File: src/rtl/buffered_serializer.sv
// buffered_serializer
// Captures a wide input word into a local register and emits it as
// ceil(NIN/NOUT) narrow beats. Each beat carries a last flag in its MSB.
// The upstream channel is released as soon as the word is captured. A new
// word can be taken on the same edge that the last beat leaves, so
// back-to-back words stream without a bubble.
module buffered_serializer #(
    parameter int NIN       = 32,
    parameter int NOUT      = 8,
    parameter int MSB_FIRST = 0
) (
    input  logic            clk,
    input  logic            reset,
    input  logic            in_v,
    output logic            in_a,
    input  logic [NIN-1:0]  in_d,
    output logic            out_v,
    input  logic            out_a,
    output logic [NOUT:0]   out_d,
    output logic            busy
);

    // Beat count, beat-index width and padded word width
    localparam int D  = (NIN + NOUT - 1) / NOUT;
    localparam int IW = (D > 1) ? $clog2(D) : 1;
    localparam int WW = D * NOUT;

    typedef enum logic {
        S_EMPTY = 1'b0,
        S_FULL  = 1'b1
    } state_t;

    state_t          r_state;
    state_t          w_state_nxt;
    logic [WW-1:0]   r_word;
    logic [WW-1:0]   w_word_nxt;
    logic [IW-1:0]   r_idx;
    logic [IW-1:0]   w_idx_nxt;

    logic            w_full;
    logic            w_last;
    logic            w_in_xfer;
    logic            w_out_xfer;
    logic [IW-1:0]   w_sel;
    logic [WW-1:0]   w_shifted;
    logic [NOUT-1:0] w_payload;
    logic [WW-1:0]   w_in_pad;

    // Handshake decode: a new word is accepted when empty, or when the
    // final beat is leaving on this edge.
    always_comb begin
        w_full     = (r_state == S_FULL);
        w_last     = (r_idx == IW'(D - 1));
        in_a       = ~w_full | (out_a & w_full & w_last);
        w_in_xfer  = in_v & in_a;
        w_out_xfer = w_full & out_a;
        w_in_pad   = WW'(in_d);
    end

    // Chunk selection: the beat counter always runs upward; the order is
    // applied here by mirroring the chunk index.
    always_comb begin
        w_sel = r_idx;
        if (MSB_FIRST != 0) begin
            w_sel = IW'(D - 1) - r_idx;
        end
        w_shifted = r_word >> (NOUT * int'(w_sel));
        w_payload = w_shifted[NOUT-1:0];
    end

    // Output drive: the data bus is forced to zero while nothing is held,
    // so a stale word never appears on the bus.
    always_comb begin
        out_v = w_full;
        busy  = w_full;
        out_d = '0;
        if (w_full) begin
            out_d = {w_last, w_payload};
        end
    end

    // Next-state logic: a capture takes priority because it can only
    // coincide with the last beat leaving; otherwise a beat transfer
    // advances the counter or empties the register on the final beat.
    always_comb begin
        w_state_nxt = r_state;
        w_word_nxt  = r_word;
        w_idx_nxt   = r_idx;
        if (w_in_xfer) begin
            w_state_nxt = S_FULL;
            w_word_nxt  = w_in_pad;
            w_idx_nxt   = '0;
        end else if (w_out_xfer) begin
            if (w_last) begin
                w_state_nxt = S_EMPTY;
                w_idx_nxt   = '0;
            end else begin
                w_idx_nxt   = r_idx + IW'(1);
            end
        end
    end

    // State register. An asynchronous reset discards any word in flight.
    always_ff @(posedge clk or negedge reset) begin
        if (!reset) begin
            r_state <= S_EMPTY;
            r_word  <= '0;
            r_idx   <= '0;
        end else begin
            r_state <= w_state_nxt;
            r_word  <= w_word_nxt;
            r_idx   <= w_idx_nxt;
        end
    end

endmodule

File: config.mk
export PLATFORM = sky130hd
export DESIGN_NAME = buffered_serializer
export DESIGN_NICKNAME = d
export VERILOG_FILES = /design/src/rtl/buffered_serializer.sv
export SDC_FILE = /design/constraint.sdc
export NUM_CORES = 1
export LEC_CHECK = 0
export ABC_AREA = 0
export CAP_MARGIN = 20
export CORE_UTILIZATION = 48
export DETAILED_ROUTE_END_ITERATION = 16
export PLACE_DENSITY = 0.8
export SLEW_MARGIN = 20
export SYNTH_ARGS = -nofsm -noshare
export SYNTH_HDL_FRONTEND = slang
export SYNTH_SLANG_ARGS = --single-unit
export TNS_END_PERCENT = 5
File: constraint.sdc
create_clock -name clk -period 2.1 [get_ports clk]
set_input_delay 0.63 -clock clk [delete_from_list [all_inputs] [get_ports clk]]
set_output_delay 0.63 -clock clk [all_outputs]
set_load 0.02 [all_outputs]
# Word level (Yosys, flattened, before mapping)
# Cells that the tools add are included.
# W data, S select, Z words.
op_classes:
  n_addsub: 1
  eq_ne: 1
  n_shift: 1
  n_mux: 7
  bitwise: 5
  n_reduce_logical: 3
op_table:
  columns: ["cell", "n"]
  rows:
  - ["$shr A32 B5 Y8", 1]
  - ["$mux W9", 1]
  - ["$mux W2", 3]
  - ["$reduce_bool A2 Y1", 2]
  - ["$and A1 B1 Y1", 3]
  - ["$mux W1", 3]
  - ["$add A2 B1 Y2 const B", 1]
  - ["$eq A2 B2 Y1 const B", 1]
  - ["$reduce_and A2 Y1", 1]
  - ["$not A1 Y1", 1]
  - ["$or A1 B1 Y1", 1]
totals:
  register_bits: 35
  input_bits: 36
  out_inout_bits: 12

# Depth between registers and ports, before layout
depth:
  ltp_word: 6
  ltp_mapped: 5

# Least setup slack after synthesis
# OpenSTA, ideal clock, no wires.
synth_path:
  kind: "flip-flop to output port"
  start: "register r_idx[1]"
  end: "output out_d[6]"
  arrival_ns: 1.218
  required_time_ns: 1.470
  slack_ns: 0.252
  path_stages_with_launch: 5
  path_cell_list: "dfrtp_1 > buf_2 > buf_4 > mux2i_1 > o22ai_1"
synth_between:
  elab_chain_cells: 2
synth_rtl:
  columns: ["element", "line", "source"]
  rows:
  - ["start: declaration", "37", "logic [IW-1:0] r_idx;"]
  - ["start signal: assignment", "112", "r_idx <= w_idx_nxt;"]
  - ["$shr A32 B5 Y8", "67", "w_shifted = r_word >> (NOUT * int'(w_sel));"]
  - ["$mux W9", "77", "if (w_full) begin"]
  - ["end: declaration", "19", "output logic [NOUT:0] out_d,"]
# Every way passes these cells.

# Worst setup path after layout
layout_path:
  start: "input out_a"
  end: "output in_a"
layout_between:
  elab_chain_cells: 3
layout_rtl:
  columns: ["element", "line", "source"]
  rows:
  - ["start: declaration", "18", "input logic out_a,"]
  - ["$and A1 B1 Y1 (2 in series)", "54", "in_a = ~w_full | (out_a & w_full & w_last);"]
  - ["$or A1 B1 Y1", "54", null]
  - ["end: declaration", "15", "output logic in_a,"]
# Every way passes these cells.

==> summary.txt <==
Power Dens Cells: 1490 mW/mm^2
DR DRC count: 0
Most frequent cells in the layout: 35 x clkdlybuf4s50_1, 34 x dfrtp_1, 30 x mux2_4
Pint: 2.36 mW
Drt first pass iters: 4
Global route overflow: 0
Leakage: 1.17 nW
Register area: 877 sq um
Fin crit period: 2.08 ns
RSZ-0062 raised after global routing: no
CTS Buf Count: 5
Arrival @ worst endpoint: 1.45 ns
DR WL/cell: 16.4 um
Clk buf depth: 2
Final Setup Violations: 0
Sequential power share: 0.342
Slew Viols, Final: 0
CP cell instances: clkdlybuf4s50_1 > a21bo_4 > buf_2
Placer Congestion: 0.708
Iteration-0 DRC count of the detailed router: 82
Multi-input gate area: 813 sq um
Slew headroom: 0.711
Worst Tran Pin Value: 0.434 ns
Share of layout cells above drive strength 1: 0.390
Clock Skew: 0.00398 ns
Max VDD drop: 0.593 mV
Fmax: 481 MHz
Sequential share of the synthesized area: 0.496
Die area: 0.00392 sq mm
Final worst slack: 0.0227 ns
Syn Area/Cell: 15.6 sq um
Fillers: 253
Largest area contributor in the netlist: dfrtp_1
Clk sinks: 35
CTS tree: built
Final Util: 0.701
Critical path's slowest cell: clkdlybuf4s50_1
Distinct cell type count after synthesis: 20
Area growth syn-to-layout: 36.6%
Via count: 1116
Buf+Inv Stages, Crit Path: 2
Syn Inst Count: 113
Max Cap Viol: 0
Core Area: 0.00344 sq mm
Clock Power Share: 0.147
Net Sw Frac: 0.343
Vias in the first global route: 1160
Hold Violations, Final: 0
Post-synth EDFFs: 0
CP delay by family, top: buffers and inverters
Switch Pwr: 1.23 mW
Global-route wire length before repair: 5940 um
Total power: 3.59 mW
WP depth: 3
Hold Path Depth: 1
Final Cycle Share: 0.989
Synth top area cells: dfrtp_1 50%, mux2_4 26%, mux2i_1 9.6%, buf_12 3.4%, o22ai_1 2.8%
Pre-CTS setup slack: -0.394 ns
Root Buffer: clkbuf_8
Port buffer count: 47
Synth warn: 0
CP startpoint: out_a
Post-DP HPWL: 2640 um
Top-area cell type share of the netlist area: 0.496
Worst Reg-to-Reg Cells: 7
Fin Hold WS: 0.514 ns
Clk slew on worst S/H paths: 0.07 ns
Crit Path Category: in2out
Status: finished, final reports clean
Setup Fix Bufs, Post-CTS: 0
Crit Path Max Fanout: 2
Commonest non-fill, non-tap cell in the layout: clkdlybuf4s50_1
Die Wd: 62.6 um
FP Rows: 21
Startpoint Class: input port
Largest net degree at the start of global routing: 36
Post-DRT Antenna Nets: 0
Logic pwr share: 0.511
Final wirelength: 3570 um
Hold buffers post-CTS: 0
Seq cells post-synth: 35
Ys flop type: dfrtp_1
Startpoint of the worst register-to-register path: r_idx[0]
Worst path max stage delay: 0.44 ns
Share of flip-flops with an asynchronous set or reset: 1.00
Final #Nets: 208
Initial antenna violation count: 0
H-tree levels: 2
Avg Vias per Cell: 5.12
Initial Utilization: 0.513
Synth Net Count: 150
Gr usage total: 0.208
Antenna diodes: 0
I/O pins: 48
Crit path required time: 1.47 ns
Worst skew pair latency: 0.29 ns
Min-delay worst type: reg2reg
Cell Area, Synth: 0.00177 sq mm
Crit end category: output pin
DIE HEIGHT: 62.6 um
Hold path start: r_word[26]
[sequential cells by signal (all words and copies together) (netlist names)]
signal,flops
r_word,32
r_idx,2
busy,1
[cells in the mapped netlist (2+ instances only)]
library cell and n:
mux2_4 30, mux2_2 2, buf_4 2, o22ai_1 8
nand2_1 2, o21ai_0 2, nand2b_1 2, dfrtp_1 35
mux2i_1 17, buf_12 3
[power by group through the flow]
stage                     Sequential [mW]  Combinational (mW)  Clock, mW
final                                1.23                1.83      0.528
after global routing                 1.26                1.95      0.587
after CTS                            1.22                1.86      0.551
after detailed placement             1.23                1.97          0
after global placement               1.20                1.91          0
after floorplan                      1.16                1.32          0
[path summary, 6_finish.rpt]
kind	endpoint	slack, ns
setup / recovery	in_a	0.02
setup reg to reg	r_word[29]	0.31
hold reg to reg	r_word[26]	0.51
max in group asynchronous	r_idx[1]	1.02
hold / removal	r_word[26]	0.51
min in group asynchronous	busy	0.76
[layout make-up]
type | instances | share of cell area
Timing Repair Buffer | 58 | 0.234
Clock buffer | 8 | 0.0415
Tap cell | 46 | 0.0239
Sequential cell | 35 | 0.364
Multi-Input combinational cell | 71 | 0.337
[routing by layer]
metal | GRT usage | share of wire
met5 | 0 | 0
met2 | 0.342 | 0.52
met4 | 0.113 | 0.022
met1 | 0.240 | 0.41
met3 | 0.0657 | 0.046
[what timing repair did]
item | 4_1_cts | 5_1_grt
resized for setup | 41 | 7
pin swaps | 0 | 0
setup endpoints to repair | 10 | 6
[logic make-up (layout without fill, tap and decap cells)]
logic type      after synthesis  after routing  share of synthesized area
simple gates                  9              9                     0.0390
compound gates               12             12                     0.0461
buf+inv                       7             66                     0.0475
fa+ha+maj                     1              1                    0.00709
flops                        35             35                      0.496
mux                          49             49                      0.364
[through the flow]
stage	cell area, sq um	instances	setup TNS [ns]
4_1_cts	2410	218	-0.104
3_3_place_gp	2340	210	-1.21
5_1_grt	2410	218	0
2_1_floorplan	1770	113	0
3_5_place_dp	2340	210	-1.83
6_report	2410	218	0
Note: power is estimated with default switching activity, not from simulation.
